==> src/rtl/turfio_mode1_arbiter_if.sv <==
// MODE1 byte-stream bundle: NSRC AXI4-Stream byte sources in, one registered stream out.
// master = requester/splicer side, slave = arbiter side.
interface turfio_mode1_arbiter_if #(
  parameter int unsigned NSRC = 3
);
  logic [NSRC*8-1:0] s_tdata;
  logic [NSRC*2-1:0] s_tuser;
  logic [NSRC*3-1:0] s_tdest;
  logic [NSRC-1:0]   s_tlast;
  logic [NSRC-1:0]   s_tvalid;
  logic [NSRC-1:0]   s_tready;
  logic [7:0]        m_tdata;
  logic [1:0]        m_tuser;
  logic [2:0]        m_tdest;
  logic              m_tvalid;
  logic              m_tready;

  modport master (
    output s_tdata, s_tuser, s_tdest, s_tlast, s_tvalid,
    input  s_tready,
    input  m_tdata, m_tuser, m_tdest, m_tvalid,
    output m_tready
  );

  modport slave (
    input  s_tdata, s_tuser, s_tdest, s_tlast, s_tvalid,
    output s_tready,
    output m_tdata, m_tuser, m_tdest, m_tvalid,
    input  m_tready
  );
endinterface

==> src/rtl/turfio_mode1_arbiter.sv <==
// Round-robin, packet-locked arbiter sharing the TURFIO MODE1 splicer channel between NSRC sources.
// Optional per-source packet counters are built when MODE1_ARB_STATS_EN is defined.
module turfio_mode1_arbiter #(
  parameter int unsigned NSRC    = 3,
  parameter int unsigned TIMEOUT = 64
) (
  input  logic                  sysclk_i,
  input  logic                  rst_i,
  turfio_mode1_arbiter_if.slave bus,
  input  logic [NSRC-1:0]       enable_i,
  output logic [NSRC-1:0]       grant_o,
  output logic                  timeout_o
`ifdef MODE1_ARB_STATS_EN
  ,
  input  logic                  stat_clr_i,
  output logic [NSRC*16-1:0]    stat_pkts_o
`endif
);

  localparam int unsigned IdxW = (NSRC > 1) ? $clog2(NSRC) : 1;

  typedef enum logic [0:0] {StIdle, StLocked} state_e;

  state_e          state_q, state_d;
  logic [IdxW-1:0] gidx_q, gidx_d;
  logic [IdxW-1:0] last_q, last_d;
  logic [NSRC-1:0] grant_q, grant_d;
  logic [15:0]     tcnt_q, tcnt_d;
  logic            timeout_q, timeout_d;
  logic            m_tvalid_q, m_tvalid_d;
  logic [7:0]      m_tdata_q, m_tdata_d;
  logic [1:0]      m_tuser_q, m_tuser_d;
  logic [2:0]      m_tdest_q, m_tdest_d;

  logic            sel_valid, sel_last;
  logic [7:0]      sel_data;
  logic [1:0]      sel_user;
  logic [2:0]      sel_dest;
  logic [NSRC-1:0] req;
  logic            win_found;
  logic [IdxW-1:0] win_idx;
  logic            accept, stall;
  logic [NSRC-1:0] s_ready;

  assign req = bus.s_tvalid & enable_i;

  // Fields of the currently locked source.
  always_comb begin
    sel_valid = 1'b0;
    sel_last  = 1'b0;
    sel_data  = '0;
    sel_user  = '0;
    sel_dest  = '0;
    for (int unsigned k = 0; k < NSRC; k++) begin
      if (gidx_q == IdxW'(k)) begin
        sel_valid = bus.s_tvalid[k];
        sel_last  = bus.s_tlast[k];
        sel_data  = bus.s_tdata[8*k +: 8];
        sel_user  = bus.s_tuser[2*k +: 2];
        sel_dest  = bus.s_tdest[3*k +: 3];
      end
    end
  end

  // First requester after the previous owner, wrapping; the previous owner is checked last.
  always_comb begin
    int unsigned     cand;
    logic [IdxW-1:0] cand_idx;
    win_found = 1'b0;
    win_idx   = '0;
    for (int unsigned off = 1; off <= NSRC; off++) begin
      cand     = (32'(last_q) + off) % NSRC;
      cand_idx = IdxW'(cand);
      if (!win_found && req[cand_idx]) begin
        win_found = 1'b1;
        win_idx   = cand_idx;
      end
    end
  end

  assign accept = (state_q == StLocked) && sel_valid && (!m_tvalid_q || bus.m_tready);
  assign stall  = m_tvalid_q && !bus.m_tready;

  always_comb begin
    s_ready = '0;
    for (int unsigned k = 0; k < NSRC; k++) begin
      if (accept && gidx_q == IdxW'(k)) s_ready[k] = 1'b1;
    end
  end

  always_comb begin
    state_d    = state_q;
    gidx_d     = gidx_q;
    last_d     = last_q;
    grant_d    = grant_q;
    tcnt_d     = tcnt_q;
    timeout_d  = 1'b0;
    m_tvalid_d = m_tvalid_q;
    m_tdata_d  = m_tdata_q;
    m_tuser_d  = m_tuser_q;
    m_tdest_d  = m_tdest_q;

    unique case (state_q)
      StIdle: begin
        if (win_found) begin
          state_d = StLocked;
          gidx_d  = win_idx;
          grant_d = {{(NSRC-1){1'b0}}, 1'b1} << win_idx;
          tcnt_d  = '0;
        end
      end
      StLocked: begin
        if (accept) begin
          tcnt_d = '0;
          if (sel_last) begin
            state_d = StIdle;
            last_d  = gidx_q;
            grant_d = '0;
          end
        end else if (!sel_valid && !stall) begin
          // Owner has gone quiet mid-packet; give the channel away after TIMEOUT idle cycles.
          if (tcnt_q == 16'(TIMEOUT - 1)) begin
            state_d   = StIdle;
            last_d    = gidx_q;
            grant_d   = '0;
            timeout_d = 1'b1;
          end else begin
            tcnt_d = tcnt_q + 16'd1;
          end
        end
      end
      default: state_d = StIdle;
    endcase

    if (accept) begin
      m_tvalid_d = 1'b1;
      m_tdata_d  = sel_data;
      m_tuser_d  = sel_user;
      m_tdest_d  = sel_dest;
    end else if (bus.m_tready) begin
      m_tvalid_d = 1'b0;
    end
  end

  always_ff @(posedge sysclk_i or posedge rst_i) begin
    if (rst_i) begin
      state_q    <= StIdle;
      gidx_q     <= '0;
      last_q     <= IdxW'(NSRC - 1);
      grant_q    <= '0;
      tcnt_q     <= '0;
      timeout_q  <= 1'b0;
      m_tvalid_q <= 1'b0;
      m_tdata_q  <= '0;
      m_tuser_q  <= '0;
      m_tdest_q  <= '0;
    end else begin
      state_q    <= state_d;
      gidx_q     <= gidx_d;
      last_q     <= last_d;
      grant_q    <= grant_d;
      tcnt_q     <= tcnt_d;
      timeout_q  <= timeout_d;
      m_tvalid_q <= m_tvalid_d;
      m_tdata_q  <= m_tdata_d;
      m_tuser_q  <= m_tuser_d;
      m_tdest_q  <= m_tdest_d;
    end
  end

  assign bus.s_tready = s_ready;
  assign bus.m_tvalid = m_tvalid_q;
  assign bus.m_tdata  = m_tdata_q;
  assign bus.m_tuser  = m_tuser_q;
  assign bus.m_tdest  = m_tdest_q;
  assign grant_o      = grant_q;
  assign timeout_o    = timeout_q;

`ifdef MODE1_ARB_STATS_EN
  logic [NSRC-1:0][15:0] stat_q, stat_d;

  // Only packets closed by tlast count; clear wins over a same-cycle increment.
  always_comb begin
    stat_d = stat_q;
    if (stat_clr_i) begin
      stat_d = '0;
    end else if (accept && sel_last) begin
      for (int unsigned k = 0; k < NSRC; k++) begin
        if (gidx_q == IdxW'(k) && stat_q[k] != 16'hFFFF) stat_d[k] = stat_q[k] + 16'd1;
      end
    end
  end

  always_ff @(posedge sysclk_i or posedge rst_i) begin
    if (rst_i) stat_q <= '0;
    else       stat_q <= stat_d;
  end

  assign stat_pkts_o = stat_q;
`else
  // No packet statistics in this build.
`endif

endmodule

==> src/flat_wrapper.sv <==
// flat-port wrapper written by rule: the top's interface ports become plain ports
module turfio_mode1_arbiter_flat 
#(
  parameter int unsigned NSRC    = 3,
  parameter int unsigned TIMEOUT = 64
)
  (sysclk_i, rst_i, enable_i, grant_o, timeout_o, bus_s_tdata, bus_s_tuser, bus_s_tdest, bus_s_tlast, bus_s_tvalid, bus_s_tready, bus_m_tdata, bus_m_tuser, bus_m_tdest, bus_m_tvalid, bus_m_tready);
  turfio_mode1_arbiter_if #(.NSRC(NSRC)) bus_i ();
  input  logic sysclk_i;
  input  logic rst_i;
  input  logic [NSRC-1:0] enable_i;
  output logic [NSRC-1:0] grant_o;
  output logic timeout_o;
  input wire logic [$bits(bus_i.s_tdata)-1:0] bus_s_tdata;
  input wire logic [$bits(bus_i.s_tuser)-1:0] bus_s_tuser;
  input wire logic [$bits(bus_i.s_tdest)-1:0] bus_s_tdest;
  input wire logic [$bits(bus_i.s_tlast)-1:0] bus_s_tlast;
  input wire logic [$bits(bus_i.s_tvalid)-1:0] bus_s_tvalid;
  output wire logic [$bits(bus_i.s_tready)-1:0] bus_s_tready;
  output wire logic [$bits(bus_i.m_tdata)-1:0] bus_m_tdata;
  output wire logic [$bits(bus_i.m_tuser)-1:0] bus_m_tuser;
  output wire logic [$bits(bus_i.m_tdest)-1:0] bus_m_tdest;
  output wire logic [$bits(bus_i.m_tvalid)-1:0] bus_m_tvalid;
  input wire logic [$bits(bus_i.m_tready)-1:0] bus_m_tready;
  assign bus_i.s_tdata = bus_s_tdata;
  assign bus_i.s_tuser = bus_s_tuser;
  assign bus_i.s_tdest = bus_s_tdest;
  assign bus_i.s_tlast = bus_s_tlast;
  assign bus_i.s_tvalid = bus_s_tvalid;
  assign bus_s_tready = bus_i.s_tready;
  assign bus_m_tdata = bus_i.m_tdata;
  assign bus_m_tuser = bus_i.m_tuser;
  assign bus_m_tdest = bus_i.m_tdest;
  assign bus_m_tvalid = bus_i.m_tvalid;
  assign bus_i.m_tready = bus_m_tready;
  turfio_mode1_arbiter #(.NSRC(NSRC), .TIMEOUT(TIMEOUT)) u_core (.sysclk_i(sysclk_i), .rst_i(rst_i), .bus(bus_i), .enable_i(enable_i), .grant_o(grant_o), .timeout_o(timeout_o));
endmodule
==> config.mk <==
export PLATFORM = sky130hd
export DESIGN_NAME = turfio_mode1_arbiter_flat
export DESIGN_NICKNAME = d
export VERILOG_FILES = /design/src/rtl/turfio_mode1_arbiter_if.sv /design/src/rtl/turfio_mode1_arbiter.sv /design/src/flat_wrapper.sv
export SDC_FILE = /design/constraint.sdc
export NUM_CORES = 1
export LEC_CHECK = 0
export ABC_AREA = 1
export CORE_MARGIN = 10
export CORE_UTILIZATION = 30
export DETAILED_ROUTE_END_ITERATION = 10
export GPL_ROUTABILITY_DRIVEN = 0
export PLACE_DENSITY_LB_ADDON = 0.25
export SYNTH_ARGS = -nofsm -noshare
export SYNTH_HDL_FRONTEND = slang
export SYNTH_SLANG_ARGS = --single-unit
==> constraint.sdc <==
create_clock -name sysclk_i -period 1.6 [get_ports sysclk_i]
set_input_delay 0.16 -clock sysclk_i [delete_from_list [all_inputs] [get_ports sysclk_i]]
set_output_delay 0.16 -clock sysclk_i [all_outputs]
set_load 0.005 [all_outputs]
# Yosys cells after proc, flatten, opt, wreduce, memory -nomap -nowiden
# Cells that the tools add are included.
[classes] addsub=4 n_div=3 order_cmp=3 eq_ne=9 shifts=1 mux=57 n_bitwise=2 n_reduce_logical=24
[op_table] operator="32-bit by 2-bit remainder unit with 32-bit output, second input constant" n=3
[op_table] operator="16-bit 2-to-1 mux" n=4
[op_table] operator="16-bit one-hot mux with 2 select lines" n=1
[op_table] operator="1-bit 2-to-1 mux" n=26
[op_table] operator="3-bit 2-to-1 mux" n=8
[op_table] operator="8-bit 2-to-1 mux" n=3
[op_table] operator="2-bit 2-to-1 mux" n=10
[op_table] operator="16-bit by 1-bit adder with 16-bit output, second input constant" n=1
[op_table] operator="16-bit by 6-bit equality test with 1-bit output, second input constant" n=1
[op_table] operator="3-bit != test, second input constant" n=4
[op_table] operator="1-bit logical AND" n=9
[op_table] operator="2-bit by 3-bit less-than comparator with 1-bit output, second input constant" n=3
[op_table] operator="4-bit AND reduction" n=2
[op_table] operator="2-bit by 2-bit adder with 3-bit output, second input constant" n=2
[op_table] operator="1-bit binary-select mux with 2-bit select" n=3
[op_table] operator="1-bit logical NOT" n=6
[op_table] operator="3-bit one-hot mux with 2 select lines" n=1
[op_table] operator="2-bit nonzero test" n=3
[op_table] operator="2-bit by 1-bit != test with 1-bit output, second input constant" n=2
[op_table] operator="2-bit by 1-bit adder with 3-bit output, second input constant" n=1
[op_table] operator="3-bit bitwise AND" n=1
[op_table] operator="3-bit AND reduction" n=1
[op_table] operator="1-bit by 2-bit << shifter with 3-bit output, first input constant" n=1
[op_table] operator="2-bit by 1-bit equality test with 1-bit output, second input constant" n=1
[op_table] operator="6 further kinds" n=6
[totals] regBits=39 input_bits=51 out_inout_bits=21 wordCells=113

# Logic depth before layout (Yosys ltp)
[logic_depth] depth_word=14 depth_mapped=13 ltp_nobuf=13

# Worst setup path after synthesis
# No wires, ideal clock.
[synth_timing] kind="register -> register" from="reg u_core.last_q[1]" to="reg u_core.tcnt_q[4]" setup_time_ns=0.124 arrival_time_ns=1.616 setup_slack_ns=-0.140 path_stages_with_launch=11 path_buffers=1 path_cell_list="dfstp_2 ha_1 inv_2 nand3_1 nand3_1 nand2_1 nand4_1 nand2_4 buf_8 nand2_1 o21ai_2"
[synth_via] elab_chain_cells=13 word_cells_on_any_way=21
[synth_lines] item="from (decl)" line="turfio_mode1_arbiter.sv:26" text="logic [IdxW-1:0] last_q, last_d;"
[synth_lines] item="from (signal assigned)" line="turfio_mode1_arbiter.sv:149" text="last_q <= IdxW'(NSRC - 1);"
[synth_lines] item="from (signal assigned)" line="turfio_mode1_arbiter.sv:160" text="last_q <= last_d;"
[synth_lines] item="2-bit by 1-bit adder with 3-bit output" line="turfio_mode1_arbiter.sv:72" text="cand = (32'(last_q) + off) % NSRC;"
[synth_lines] item="32-bit by 2-bit remainder unit with 32-bit output" line="turfio_mode1_arbiter.sv:72"
[synth_lines] item="1-bit binary-select mux with 2-bit select" line="turfio_mode1_arbiter.sv:74" text="if (!win_found && req[cand_idx]) begin"
[synth_lines] item="1-bit 2-to-1 mux (not written as such)" line="turfio_mode1_arbiter.sv:74"
[synth_lines] item="1-bit 2-to-1 mux" line="turfio_mode1_arbiter.sv:74"
[synth_lines] item="1-bit logical NOT" line="turfio_mode1_arbiter.sv:74"
[synth_lines] item="1-bit logical AND" line="turfio_mode1_arbiter.sv:74"
[synth_lines] item="1-bit 2-to-1 mux" line="turfio_mode1_arbiter.sv:74"
[synth_lines] item="1-bit logical NOT" line="turfio_mode1_arbiter.sv:74"
[synth_lines] item="1-bit logical AND" line="turfio_mode1_arbiter.sv:74"
[synth_lines] item="1-bit 2-to-1 mux *" line="turfio_mode1_arbiter.sv:74"
[synth_lines] item="2-bit by 1-bit != test with 1-bit output (no line) *"
[synth_lines] item="3-bit AND reduction (no line) *"
[synth_lines] item="to (signal assigned)" line="turfio_mode1_arbiter.sv:162" text="tcnt_q <= tcnt_d;"
[synth_lines] item="to (decl)" line="turfio_mode1_arbiter.sv:28" text="logic [15:0] tcnt_q, tcnt_d;"
# Every way passes the cells marked *; elsewhere a longest branch is shown, timed or not. The select of a mux whose other input is x is not followed.
# A chain may end at the register's enable or synchronous reset.

# Final worst setup path
# Ends and elaborated chain as after synthesis.

==> reports/metrics.cfg <==
[run_status]
status = finished with violations
failed_checks = setup timing

[route]
drt_iter0_markers = 182
ant_nets = 0
num_vias = 2799
firstDrtPassIters = 5
drcViolationCount = 0
routedWlPerCell_um = 14.6
routed_via_density = 4.86
drt_wl_total_mm = 8.43

[clock_tree]
cts.sinks = 39
cts.path.max_buffers = 2
cts.clk_slew.worst_paths_ns = 0.08
clkLatencyLatePin_ns = 0.30
cts_tree = yes
hold_buffers = 0
cts_root_buf = clkbuf_8
cts_buffers = 5
ctsHtreeMaxLevel = 2

[global_routing]
antenna_found_initial = 0
overflow = 0
grt_pass1_wl_mm = 13.3
grt_max_degree = 40
grt_pass1_vias = 2759
track_usage_pct = 12.7

[cells_and_area]
multi_input_area_um2 = 1660
diodes = 0
drive_gt1_share_pct = 35.7
syn_to_final_growth_pct = 72.8
final_common_cell = nand2_1
seq_area_um2 = 977
fillers = 732
final_cell_mix = nand2_1 (95), clkdlybuf4s50_1 (68), buf_4 (59)
layout.nets = 528

[floorplanning]
die-area_um2 = 12200
ios = 72
fp.dieH_um = 111
coreArea_um2 = 7850
fp.dieW_um = 111
core.rowCount = 32
start_util_pct = 31.3

[place]
dp_slack_ns = -0.263
hpwl_mm = 5.71
port_buffers = 71

[timing]
finClkSkew_ns = 0.00971
rsz0062_at_grt = true
fin_crit_ns = 1.74
min_period_over_period_pct = 109
worst_slack_ns = -0.137
tightest_slew_ns = 0.280
setup_viol = 25
slew_headroom_pct = 81.3
drv_slew = 0
fmax_mhz = 576
hold_viol = 0
fin_setup_tns_ns = -2.73

[yosys]
ys_ff_latch = 39
synthCells = 327
yosysUniqueCellTypes = 33
synth_nets = 382
synth_edf_count = 0
syn_avg_cell_area_um2 = 7.51
synth_async_sr_flop_share_pct = 100
ys_seq_area_share_pct = 39.8
synth_area_um2 = 2460
ys.flop_type = dfrtp_1
yosysWarningCount = 0

[worst_setup_path]
crit_arrival_ns = 1.92
critPathMaxStageDelay_ns = 0.58
cp-end-kind = flop
critPathMostFrequentCell = o21ai_2
cp.required_ns = 1.78
critPathKind = reg2reg
r2r_cells = 8
start_kind = flop
crit_slowest_cell = dfstp_2
crit_chain = ha_4 -> o21ai_2 -> nand2_4 -> nand4_1 -> buf_6 -> nand2_8 -> nand2_2 -> o21ai_2
cp_max_fo = 6

[worst_hold_path]
hp-class = in2async

[job]
max_cap_violations = 0

[power]
power.density_nw_per_um2 = 476
ir_drop_v = 0.000338
p_leak_nw = 1.98

==> kinds of logic after synthesis <==
| logic type | share of synthesized area (%) |
|---|---|
| buf+inv | 5.60 |
| simple gates | 39.7 |
| fa+ha+maj | 2.04 |
| flops | 39.8 |
| compound gates | 10.8 |
| xor+xnor | 2.14 |
==> path summary, 6_finish.rpt <==
| kind | start | end | slack [ns] |
|---|---|---|---|
| max | u_core.last_q[1] | u_core.tcnt_q[4] | -0.14 |
| min | rst_i | u_core.tcnt_q[2] | 0.22 |
| max reg2reg | u_core.last_q[1] | u_core.tcnt_q[4] | -0.14 |
| min reg2reg | u_core.grant_o[1] | u_core.grant_o[1] | 0.49 |
| max in group asynchronous | rst_i | u_core.last_q[1] | 1.13 |
| min in group sysclk_i | bus_s_tdata[0] | u_core.bus.m_tdata[0] | 0.46 |
==> per-stage QoR <==
stage	cells	power, mW	utilization (%)	instance area (um2)	hold WS (ns)
after floorplan	327	1.05	-	2500	0.284
after global placement	543	1.20	46.8	3670	0.466
after detailed placement	543	1.20	46.8	3670	0.470
after CTS	565	2.03	51.1	4010	0.217
after global routing	576	2.10	54.1	4250	0.258
final	576	2.02	54.1	4250	0.215
==> state kept, by name, summed over array words and instances, names as in the netlist <==
signal and flops:
u_core.bus.m_tdest 3, u_core.grant_o 3, u_core.tcnt_q 16, u_core.gidx_q 2, u_core.bus.m_tdata 8, u_core.bus.m_tuser 2
u_core.bus.m_tvalid 1, u_core.state_q 1, u_core.last_q 2, u_core.timeout_o 1
==> synthesized netlist by cell type (2+ instances only) <==
cell,n,area (um2)
inv_1,21,78.8
nor3_1,2,10.0
nor2_1,20,75.1
ha_1,4,50.1
dfrtp_1,38,951
xor2_1,6,52.6
nand2_2,7,43.8
buf_2,2,10.0
o21a_1,8,60.1
nand4_1,20,125
or2_2,3,18.8
o21ai_2,4,35.0
nor2_2,6,37.5
nand3_2,2,20.0
o21ai_0,6,30.0
inv_2,4,15.0
a22oi_1,10,75.1
o21ai_1,4,20.0
nor2_4,2,22.5
a21boi_0,2,15.0
nand2_1,122,458
nand3_1,23,115
==> metal layers <==
layer  global-route usage (%)  part of all wire [%]  vias up
met5                        0                     0        -
met4                     4.40                   1.4        0
met3                     3.46                   6.6        8
met2                     19.2                    46       93
met1                     16.8                    46     1314
li1                         -                     -     1384
==> worst max-delay path: cells and delay by family (launching register included) <==
| kind | cells | cell delay, ns |
|---|---|---|
| compound gates | 2 | 0.26 |
| fa+ha+maj | 1 | 0.24 |
| buf+inv | 1 | 0.20 |
| flops | 1 | 0.58 |
| simple gates | 4 | 0.35 |
==> cell type report <==
type,count,share of cell area (%)
multi-input cells,261,39.0
well taps,102,3.01
clock buffers,7,1.80
clock inverters,1,0.707
flip-flops and latches,39,23.0
repair buffers,141,30.1
inverters,25,2.33
==> power breakdown <==
| part | internal (mW) | switching (mW) |
|---|---|---|
| clock network | 0.467 | 0.351 |
| registers | 0.985 | 0 |
| logic | 0.136 | 0.0804 |
| total | 1.59 | 0.431 |
==> timing repair <==
item | in CTS | in global routing
setup endpoints to repair | 35 | 37
pin swaps | 13 | 19
setup buffers | 12 | 11
gates resized for setup | 46 | 48
gates cloned | 3 | 0
(Power assumes the default switching activity.)
